===== config.mk =====
export PLATFORM = sky130hd
export DESIGN_NAME = add_frame_head_flat
export DESIGN_NICKNAME = d
export VERILOG_FILES = /design/src/rtl/add_frame_head_if.sv /design/src/rtl/add_frame_head.sv /design/src/flat_wrapper.sv
export SDC_FILE = /design/constraint.sdc
export NUM_CORES = 1
export LEC_CHECK = 0
export ABC_AREA = 1
export CORE_MARGIN = 2
export CORE_UTILIZATION = 47
export DETAILED_ROUTE_END_ITERATION = 10
export GPL_TIMING_DRIVEN = 0
export MAX_ROUTING_LAYER = met4
export PLACE_DENSITY = 0.87
export SLEW_MARGIN = 20
export SYNTH_ARGS = -nofsm -noshare
export SYNTH_HDL_FRONTEND = slang
export SYNTH_SLANG_ARGS = --single-unit

===== constraint.sdc =====
create_clock -name clk -period 1.9 [get_ports clk]
set_input_delay 0.38 -clock clk [delete_from_list [all_inputs] [get_ports clk]]
set_output_delay 0.38 -clock clk [all_outputs]
set_load 0.02 [all_outputs]

===== src/rtl/add_frame_head_if.sv =====
// Stream bundle between pam_map, the frame-head inserter and the DAC path.
// The master modport is the framer side; the slave modport is its environment.
interface add_frame_head_if #(
    parameter int unsigned AD_CVER_WIDTH = 12
);
    localparam int unsigned BEAT_W = 2 * AD_CVER_WIDTH;

    logic              PamMap2AddHead_valid;
    logic [BEAT_W-1:0] PamMap2AddHead_data;
    logic              PamMap2AddHead_ready;
    logic              AddHead2Dac_valid;
    logic [BEAT_W-1:0] AddHead2Dac_data;
    logic              AddHead2Dac_last;
    logic              AddHead2Dac_ready;

    modport master (
        input  PamMap2AddHead_valid,
        input  PamMap2AddHead_data,
        output PamMap2AddHead_ready,
        output AddHead2Dac_valid,
        output AddHead2Dac_data,
        output AddHead2Dac_last,
        input  AddHead2Dac_ready
    );

    modport slave (
        output PamMap2AddHead_valid,
        output PamMap2AddHead_data,
        input  PamMap2AddHead_ready,
        input  AddHead2Dac_valid,
        input  AddHead2Dac_data,
        input  AddHead2Dac_last,
        output AddHead2Dac_ready
    );
endinterface


===== src/rtl/add_frame_head.sv =====
// Framer: pilot header, PAM payload and zero guard beats into one-beat output register.
// Optional FRAME_CNT_EN inserts a 16-bit frame-count beat after the last pilot.
module add_frame_head #(
    parameter int unsigned AD_CVER_WIDTH = 12,
    parameter int unsigned HEAD_LEN      = 16,
    parameter int unsigned PAYLOAD_LEN   = 256,
    parameter int unsigned GUARD_LEN     = 4,
    parameter int unsigned CNT_WIDTH     = 9
) (
    input  logic             clk,
    input  logic             arst_n,
    add_frame_head_if.master bus,
    output logic             frame_busy
);
    localparam int unsigned BEAT_W = 2 * AD_CVER_WIDTH;

    localparam logic [AD_CVER_WIDTH-1:0] POS = {1'b0, {(AD_CVER_WIDTH-1){1'b1}}};
    localparam logic [AD_CVER_WIDTH-1:0] NEG = {1'b1, {(AD_CVER_WIDTH-2){1'b0}}, 1'b1};
    localparam logic [BEAT_W-1:0] PILOT_EVEN = {NEG, POS};
    localparam logic [BEAT_W-1:0] PILOT_ODD  = {POS, NEG};

    localparam logic [CNT_WIDTH-1:0] HEAD_LAST  = CNT_WIDTH'(HEAD_LEN - 1);
    localparam logic [CNT_WIDTH-1:0] PAY_LAST   = CNT_WIDTH'(PAYLOAD_LEN - 1);
    localparam logic [CNT_WIDTH-1:0] GUARD_LAST = CNT_WIDTH'((GUARD_LEN > 0) ? GUARD_LEN - 1 : 0);
    localparam logic [CNT_WIDTH-1:0] CNT_ONE    = CNT_WIDTH'(1);

    typedef enum logic [2:0] {
        ST_IDLE,
        ST_HEAD,
`ifdef FRAME_CNT_EN
        ST_CNT,
`endif
        ST_PAY,
        ST_GUARD
    } state_t;

    state_t              state_q, state_d;
    logic [CNT_WIDTH-1:0] cnt_q, cnt_d;
    logic                out_valid_q, out_valid_d;
    logic [BEAT_W-1:0]   out_data_q, out_data_d;
    logic                out_last_q, out_last_d;
    logic                up_ready_c;
    logic                xfer_c;
    logic                load_ok_c;

`ifdef FRAME_CNT_EN
    logic [15:0] frame_cnt_q;

    // Frame counter advances when the closing beat of a frame leaves the block.
    always_ff @(posedge clk or negedge arst_n) begin
        if (!arst_n) begin
            frame_cnt_q <= '0;
        end else if (xfer_c && out_last_q) begin
            frame_cnt_q <= frame_cnt_q + 16'd1;
        end
    end
`endif

    always_ff @(posedge clk or negedge arst_n) begin
        if (!arst_n) begin
            state_q     <= ST_IDLE;
            cnt_q       <= '0;
            out_valid_q <= 1'b0;
            out_data_q  <= '0;
            out_last_q  <= 1'b0;
        end else begin
            state_q     <= state_d;
            cnt_q       <= cnt_d;
            out_valid_q <= out_valid_d;
            out_data_q  <= out_data_d;
            out_last_q  <= out_last_d;
        end
    end

    // Next state and output-register load; the register empties when its beat transfers.
    always_comb begin
        state_d     = state_q;
        cnt_d       = cnt_q;
        xfer_c      = out_valid_q & bus.AddHead2Dac_ready;
        load_ok_c   = ~out_valid_q | bus.AddHead2Dac_ready;
        out_valid_d = out_valid_q & ~bus.AddHead2Dac_ready;
        out_data_d  = out_data_q;
        out_last_d  = out_last_q;
        up_ready_c  = 1'b0;

        case (state_q)
            ST_IDLE: begin
                // Wait for the previous frame's last beat to drain: this is the inter-frame bubble.
                if (bus.PamMap2AddHead_valid && !out_valid_q) begin
                    state_d     = ST_HEAD;
                    cnt_d       = '0;
                    out_valid_d = 1'b1;
                    out_data_d  = PILOT_EVEN;
                    out_last_d  = 1'b0;
                end
            end
            ST_HEAD: begin
                if (xfer_c) begin
                    if (cnt_q == HEAD_LAST) begin
                        cnt_d = '0;
`ifdef FRAME_CNT_EN
                        state_d     = ST_CNT;
                        out_valid_d = 1'b1;
                        out_data_d  = BEAT_W'(frame_cnt_q);
                        out_last_d  = 1'b0;
`else
                        state_d = ST_PAY;
`endif
                    end else begin
                        cnt_d       = cnt_q + CNT_ONE;
                        out_valid_d = 1'b1;
                        out_data_d  = cnt_q[0] ? PILOT_EVEN : PILOT_ODD;
                        out_last_d  = 1'b0;
                    end
                end
            end
`ifdef FRAME_CNT_EN
            ST_CNT: begin
                if (xfer_c) begin
                    state_d = ST_PAY;
                end
            end
`endif
            ST_PAY: begin
                up_ready_c = load_ok_c;
                if (bus.PamMap2AddHead_valid && load_ok_c) begin
                    out_valid_d = 1'b1;
                    out_data_d  = bus.PamMap2AddHead_data;
                    out_last_d  = 1'b0;
                    if (cnt_q == PAY_LAST) begin
                        cnt_d = '0;
                        if (GUARD_LEN == 0) begin
                            out_last_d = 1'b1;
                            state_d    = ST_IDLE;
                        end else begin
                            state_d = ST_GUARD;
                        end
                    end else begin
                        cnt_d = cnt_q + CNT_ONE;
                    end
                end
            end
            ST_GUARD: begin
                if (load_ok_c) begin
                    out_valid_d = 1'b1;
                    out_data_d  = '0;
                    out_last_d  = (cnt_q == GUARD_LAST);
                    if (cnt_q == GUARD_LAST) begin
                        cnt_d   = '0;
                        state_d = ST_IDLE;
                    end else begin
                        cnt_d = cnt_q + CNT_ONE;
                    end
                end
            end
            default: begin
                state_d = ST_IDLE;
                cnt_d   = '0;
            end
        endcase
    end

    assign bus.PamMap2AddHead_ready = up_ready_c;
    assign bus.AddHead2Dac_valid    = out_valid_q;
    assign bus.AddHead2Dac_data     = out_data_q;
    assign bus.AddHead2Dac_last     = out_last_q;
    assign frame_busy               = (state_q != ST_IDLE);
endmodule


===== src/flat_wrapper.sv =====
// flat-port wrapper written by rule: the top's interface ports become plain ports
module add_frame_head_flat 
#(
    parameter int unsigned AD_CVER_WIDTH = 12,
    parameter int unsigned HEAD_LEN      = 16,
    parameter int unsigned PAYLOAD_LEN   = 256,
    parameter int unsigned GUARD_LEN     = 4,
    parameter int unsigned CNT_WIDTH     = 9
)
  (clk, arst_n, frame_busy, bus_PamMap2AddHead_valid, bus_PamMap2AddHead_data, bus_PamMap2AddHead_ready, bus_AddHead2Dac_valid, bus_AddHead2Dac_data, bus_AddHead2Dac_last, bus_AddHead2Dac_ready);
  add_frame_head_if #(.AD_CVER_WIDTH(AD_CVER_WIDTH)) bus_i ();
  input  logic clk;
  input  logic arst_n;
  output logic frame_busy;
  input wire logic [$bits(bus_i.PamMap2AddHead_valid)-1:0] bus_PamMap2AddHead_valid;
  input wire logic [$bits(bus_i.PamMap2AddHead_data)-1:0] bus_PamMap2AddHead_data;
  output wire logic [$bits(bus_i.PamMap2AddHead_ready)-1:0] bus_PamMap2AddHead_ready;
  output wire logic [$bits(bus_i.AddHead2Dac_valid)-1:0] bus_AddHead2Dac_valid;
  output wire logic [$bits(bus_i.AddHead2Dac_data)-1:0] bus_AddHead2Dac_data;
  output wire logic [$bits(bus_i.AddHead2Dac_last)-1:0] bus_AddHead2Dac_last;
  input wire logic [$bits(bus_i.AddHead2Dac_ready)-1:0] bus_AddHead2Dac_ready;
  assign bus_i.PamMap2AddHead_valid = bus_PamMap2AddHead_valid;
  assign bus_i.PamMap2AddHead_data = bus_PamMap2AddHead_data;
  assign bus_PamMap2AddHead_ready = bus_i.PamMap2AddHead_ready;
  assign bus_AddHead2Dac_valid = bus_i.AddHead2Dac_valid;
  assign bus_AddHead2Dac_data = bus_i.AddHead2Dac_data;
  assign bus_AddHead2Dac_last = bus_i.AddHead2Dac_last;
  assign bus_i.AddHead2Dac_ready = bus_AddHead2Dac_ready;
  add_frame_head #(.AD_CVER_WIDTH(AD_CVER_WIDTH), .HEAD_LEN(HEAD_LEN), .PAYLOAD_LEN(PAYLOAD_LEN), .GUARD_LEN(GUARD_LEN), .CNT_WIDTH(CNT_WIDTH)) u_core (.clk(clk), .arst_n(arst_n), .bus(bus_i), .frame_busy(frame_busy));
endmodule

# [Yosys cells after proc, flatten, opt, wreduce, memory -nomap -nowiden]
# Index checks and enable logic that the tools add are counted.
[totals] regBits=38 input_bits=28 output_inout_bits=28 wordCells=70
[op_classes] add_sub_neg=1 eq_ne=14 muxes=36 bitwise_logic=5 reduce_logical=9
[ops] cell="24-bit 2-to-1 mux" count=6
[ops] cell="24-bit one-hot mux with 4 select lines" count=1
[ops] cell="9-bit 2-to-1 mux" count=7
[ops] cell="9-bit one-hot mux with 4 select lines" count=1
[ops] cell="3-bit 2-to-1 mux" count=7
[ops] cell="2-bit by 1-bit != test with 1-bit output, second input constant" count=7
[ops] cell="3-bit one-hot mux with 4 select lines" count=1
[ops] cell="1-bit 2-to-1 mux" count=11
[ops] cell="9-bit by 1-bit adder with 9-bit output, second input constant" count=1
[ops] cell="9-bit by 2-bit == test with 1-bit output, second input constant" count=1
[ops] cell="9-bit by 4-bit == test with 1-bit output, second input constant" count=1
[ops] cell="9-bit by 8-bit == test with 1-bit output, second input constant" count=1
[ops] cell="1-bit one-hot mux with 4 select lines" count=2
[ops] cell="7-bit AND reduction" count=1
[ops] cell="3-bit by 2-bit == test with 1-bit output, second input constant" count=2
[ops] cell="6-bit AND reduction" count=1
[ops] cell="4-bit AND reduction" count=1
[ops] cell="4-bit nonzero test" count=1
[ops] cell="3-bit by 1-bit == test with 1-bit output, second input constant" count=1
[ops] cell="3-bit zero test" count=1
[ops] cell="3-bit nonzero test" count=1
[ops] cell="1-bit AND" count=2
[ops] cell="1-bit logical AND" count=2
[ops] cell="2-bit != test, second input constant" count=1
[ops] cell="3 further kinds" count=4

# [Depth between registers and ports, before layout]
[depth] word_depth=5 mapped_depth=14 mapped_depth_nobuf=14

# [Worst setup path after synthesis]
# No wires, ideal clock.
[synth_path] kind="register -> register" from="register u_core.state_q[1]" to="register u_core.out_data_q[14], in the netlist u_core.bus.AddHead2Dac_data[14]" setup_time_ns=0.117 arrival_time_ns=1.719 t_required_ns=1.783 slack_ns=0.064 stages_incl_launch_ff=13 n_path_buf=2 synth_period_minus_slack_ns=1.836 cell_sequence="dfrtp_1 > inv_1 > ha_1 > inv_2 > nand2_1 > nand2_2 > inv_2 > nor2_8 > nand2_4 > buf_6 > buf_6 > nand2_1 > nand2_1"
[synth_via] elab_chain_len=3 word_cells_on_any_way=12 classes_between="8 x eq/ne; 1 x mux; 3 x reduce/logical"
[synth_rtl] item="start: declaration" line="add_frame_head.sv:37" rtl="state_t state_q, state_d;"
[synth_rtl] item="start signal: assignment" line="add_frame_head.sv:67" rtl="state_q <= state_d;"
[synth_rtl] item="3-bit by 1-bit == test with 1-bit output, or another cell as far along" line="add_frame_head.sv:86" rtl="case (state_q)"
[synth_rtl] item="2-bit != test (no line), or another cell as far along"
[synth_rtl] item="6-bit AND reduction (no line)"
[synth_rtl] item="end signal: assignment" line="add_frame_head.sv:70" rtl="out_data_q <= out_data_d;"
[synth_rtl] item="end: declaration" line="add_frame_head.sv:40" rtl="logic [BEAT_W-1:0] out_data_q, out_data_d;"
# Several ways; a longest one is shown, not always the timed one.
# A chain may end at the register's enable or synchronous reset.

# [Final worst setup path]
[layout_path] from="register u_core.state_q[1]" to="register u_core.cnt_q[5]"
[layout_via] elab_chain_len=3 word_cells_on_any_way=10 classes_between="7 x eq/ne; 1 x mux; 2 x reduce/logical"
[layout_rtl] item="3-bit by 2-bit == test with 1-bit output, or another cell as far along" line="add_frame_head.sv:86"
[layout_rtl] item="2-bit by 1-bit != test with 1-bit output (no line)"
[layout_rtl] item="4-bit AND reduction (no line)"
[layout_rtl] item="end signal: assignment" line="add_frame_head.sv:68" rtl="cnt_q <= cnt_d;"
[layout_rtl] item="end: declaration" line="add_frame_head.sv:38" rtl="logic [CNT_WIDTH-1:0] cnt_q, cnt_d;"
# Several ways; a longest one is shown, not always the timed one.

==> summary.md <==
| Metric | Value |
|---|---|
| Status | complete, no violations |
| Iteration-0 DRC Markers | ~150 |
| Vias | about 2200 |
| Ports | between 50 and 60 |
| Clock skew | 13.7 ps |
| Gr usage total | 22.8% |
| FF-to-FF path depth | 11 |
| CTS H-tree depth | 2 |
| Ys Warns | 0 |
| Core area | roughly 0.0044 mm² |
| Clock root cell | clkbuf_8 |
| Placed cells | 399 |
| # setup viols final | 0 |
| Clock power share | 11.4% |
| Crit-path slowest cell | dfrtp_1 |
| First-pass GRT wire length | roughly 8.9 mm |
| Die Area | 0.00507 mm² |
| N_diodes | 0 |
| Worst r2r src | u_core.state_q[1]$_DFFE_PN0P_ |
| Setup crit end kind | flop |
| CP delay by family, top | simple AND/OR/NAND/NOR gates |
| Switching portion of total power | 46.9% |
| Vias in the first global route | 2027 |
| Most frequent CP cell | nor2_2 |
| Layout overhead on the synthesized area | 45.9% |
| Routability cong. | 0.926 |
| Internal | 0.00280 W |
| Remaining antenna violation count | 0 |
| Synthesized net count | approximately 330 |
| Commonest non-fill, non-tap cells in the layout | nand2_1 (126), clkdlybuf4s50_1 (52), dfrtp_1 (36) |
| Routed WL per cell | ~14 µm |
| Post-synthesis sequential area ratio | 43.6% |
| Initial antenna violation count | 0 |
| Total chip power | 0.00527 W |
| Flops & latches, synth | 37 |
| Total CTS buffers | 5 |
| Worst EP required | 2080 ps |
| Hold path endpoint | u_core.bus.AddHead2Dac_data[22]$_DFFE_PN0P_ |
| Row cnt | 24 |
| R2r endpoint | u_core.cnt_q[5]$_DFFE_PN0P_ |
| LEAKAGE | 1.58 nW |
| CP Launch Type | flop |
| Tcrit/Tclk final | 98.6% |
| Share of power burned in registers | 23.5% |
| CTS tree | built |
| Place WS | -271 ps |
| FMAX | ~530 MHz |
| Nets | 407 |
| Post-Syn Area per Cell | 7.30 µm² |
| Comb pwr share | 65.2% |
| Worst Tran Pin Value | 434 ps |
| Finished Layout Cells | 424 |
| NetSw | between 0.002 and 0.0025 W |
| Die height | 71.2 µm |
| Clock sinks | 37 |
| Mapped Area | about 0.0021 mm² |
| Max-slew headroom | about 70% |
| Synth Area in Adders | roughly 4.7% |
| HPWL Detailed | 3.81 mm |
| Post-synth cell types | 23 |
| Gr ovfl total | 0 |
| Max VDD drop | about 1.2 mV |
| Share of cells above drive strength 1 | approximately 19% |
| Register area | about 930 µm² |
| 1st-pass router iterations | 4 |
| Min-Delay Startpoint | u_core.bus.AddHead2Dac_data[22]$_DFFE_PN0P_ |
| Hold Path Cell Cnt | 2 |
| Cells after synthesis | 291 |
| Port Buffers | 55 |
| Min-delay worst type | flop to flop |
| Worst Setup Slack, final | 27.2 ps |
| Area of the multi-input gates | 0.00117 mm² |
| Die X-Extent | 71.2 µm |
| Post-layout minimum cycle time | 1870 ps |
| Fillers | 315 |
| Final Hold Fails | 0 |
| Most common cell after layout, fill and taps aside | nand2_1 |
| Crit. path cell count | 11 |
| DRC Markers | 0 |
| Clk slew on worst S/H paths | 80 ps |
| Routed WL | 5.79 mm |
| Initial Util | 48.8% |
| Largest family of logic cells by synthesized area | simple AND/OR/NAND/NOR gates |
| Slew Viols, Final | 0 |
| CP peak stage delay | approximately 390 ps |
| Max Cap Viol | 0 |
| WP data arrival | 2060 ps |
| Max clock buf depth | 2 |
| Worst setup path class | flop to flop |
| Worst path cell trace | buf_4, ha_2, buf_6, nor2_4, nor2_2, nor2_2, nand2_2, nor2_2, nand2_1, nand2_1, a21oi_1 |
| Unrepaired setup endpoints after global routing | true |
| Worst skew pair latency | 300 ps |
| Vias/cell | ~5.1 |
| Mux cell area share after synthesis | 0% |
| Synth Area in Compound Gates | 9.89% |
| CP max FO | 5 |
| XOR/XNOR share of the synthesized area | 0% |
| Cell Pwr Density | 1700 mW/mm² |
| Largest net degree at the start of global routing | 26 |
| CP bufs+invs | 2 |
| R2R setup slack | around 27 ps |
| Simple-gate portion of the synthesized area | 34.5% |
## worst max-delay path by stage
stage                                        from                                     endpoint  slack, ps
finish              u_core.state_q[1]$_DFFE_PN0P_                  u_core.cnt_q[5]$_DFFE_PN0P_         30
global route        u_core.state_q[1]$_DFFE_PN0P_                  u_core.cnt_q[7]$_DFFE_PN0P_        -40
CTS                   u_core.cnt_q[1]$_DFFE_PN0P_                u_core.state_q[0]$_DFFE_PN0P_         30
detailed placement          bus_AddHead2Dac_ready                     bus_PamMap2AddHead_ready       -270
global placement                           arst_n  u_core.bus.AddHead2Dac_data[16]$_DFFE_PN0P_       -410
floorplan           u_core.state_q[1]$_DFFE_PN0P_  u_core.bus.AddHead2Dac_data[14]$_DFFE_PN0P_         60
## registers in the layout (all words and copies together) (netlist names)
signal                        count
u_core.bus.AddHead2Dac_data      24
u_core.bus.AddHead2Dac_valid      1
u_core.cnt_q                      9
u_core.bus.AddHead2Dac_last       1
u_core.state_q                    2
## stage by stage
step / setup TNS (ps) / hold WS [ps] / util (%) / instance area, µm²
2_1_floorplan: 0 / 84.4 / - / 2120
3_3_place_gp: -16500 / 462 / 62.9 / 2740
3_5_place_dp: -3270 / 302 / 63.3 / 2760
4_1_cts: 0 / 498 / 67.1 / 2920
5_1_grt: -264 / 515 / 71.2 / 3100
6_report: 0 / 489 / 71.2 / 3100
## power by group through the flow
stage / sequential (W) / combinational [W] / clock (W)
2_1_floorplan: 0.00148 / 0.00172 / 0
3_3_place_gp: 0.00125 / 0.00286 / 0
3_5_place_dp: 0.00125 / 0.00294 / 0
4_1_cts: 0.00123 / 0.00308 / 0.000604
5_1_grt: 0.00127 / 0.00373 / 0.000640
6_report: 0.00124 / 0.00343 / 0.000598
## cell families (layout without fill, tap and decap cells)
family                     Yosys count  after routing
AOI/OAI and AO/OA                   35             35
adders and majority gates            8              8
buffers and inverters               35            115
DFF                                 37             37
and+or+nand+nor                    176            177
## routing by layer
metal | global-route usage, % | part of all wire (%) | vias to the layer above
met2 | 37.0 | 50 | 73
met4 | 10.7 | 1.3 | 0
met5 | - | 0 | -
met1 | 28.0 | 43 | 1019
met3 | 3.52 | 6.4 | 6
li1 | - | - | 1067
## repair_timing
item                                    CTS  global route
endpoints found under the setup margin   37            27
hold buffers                              1             0
gates resized for setup                  14            31
buffers inserted                          4            11
gates cloned                              0             1
pin swaps                                 1             9
hold endpoints to repair                 12             0
## tightest hold or removal path: cells and delay by family (launching register included)
| kind | cells | cell delay [ps] |
|---|---|---|
| flops | 1 | 350 |
| simple gates | 2 | 110 |
## Yosys cell counts (all sizes together)
cell type	number	area share [%]
nand2	134	24
clkbuf	4	0.71
nor2	23	5.3
nand4	5	1.5
a21oi	6	1.4
buf	6	2.2
o21ai	17	4.2
a31o	1	0.41
dfrtp	37	44
ha	8	4.7
inv	25	4.4
a21boi	11	3.9
nand3	14	3.3
## layout make-up
class / count / share of cell area [%]
sequential: 37 / 29.9
buffer: 10 / 2.14
clock buffer: 6 / 2.66
tap: 52 / 2.10
multi-input combinational: 220 / 37.7
clock inverter: 2 / 0.444
inverter: 25 / 3.11
timing repair buffer: 72 / 22.0
No activity file was read; power rests on OpenSTA's default activity.
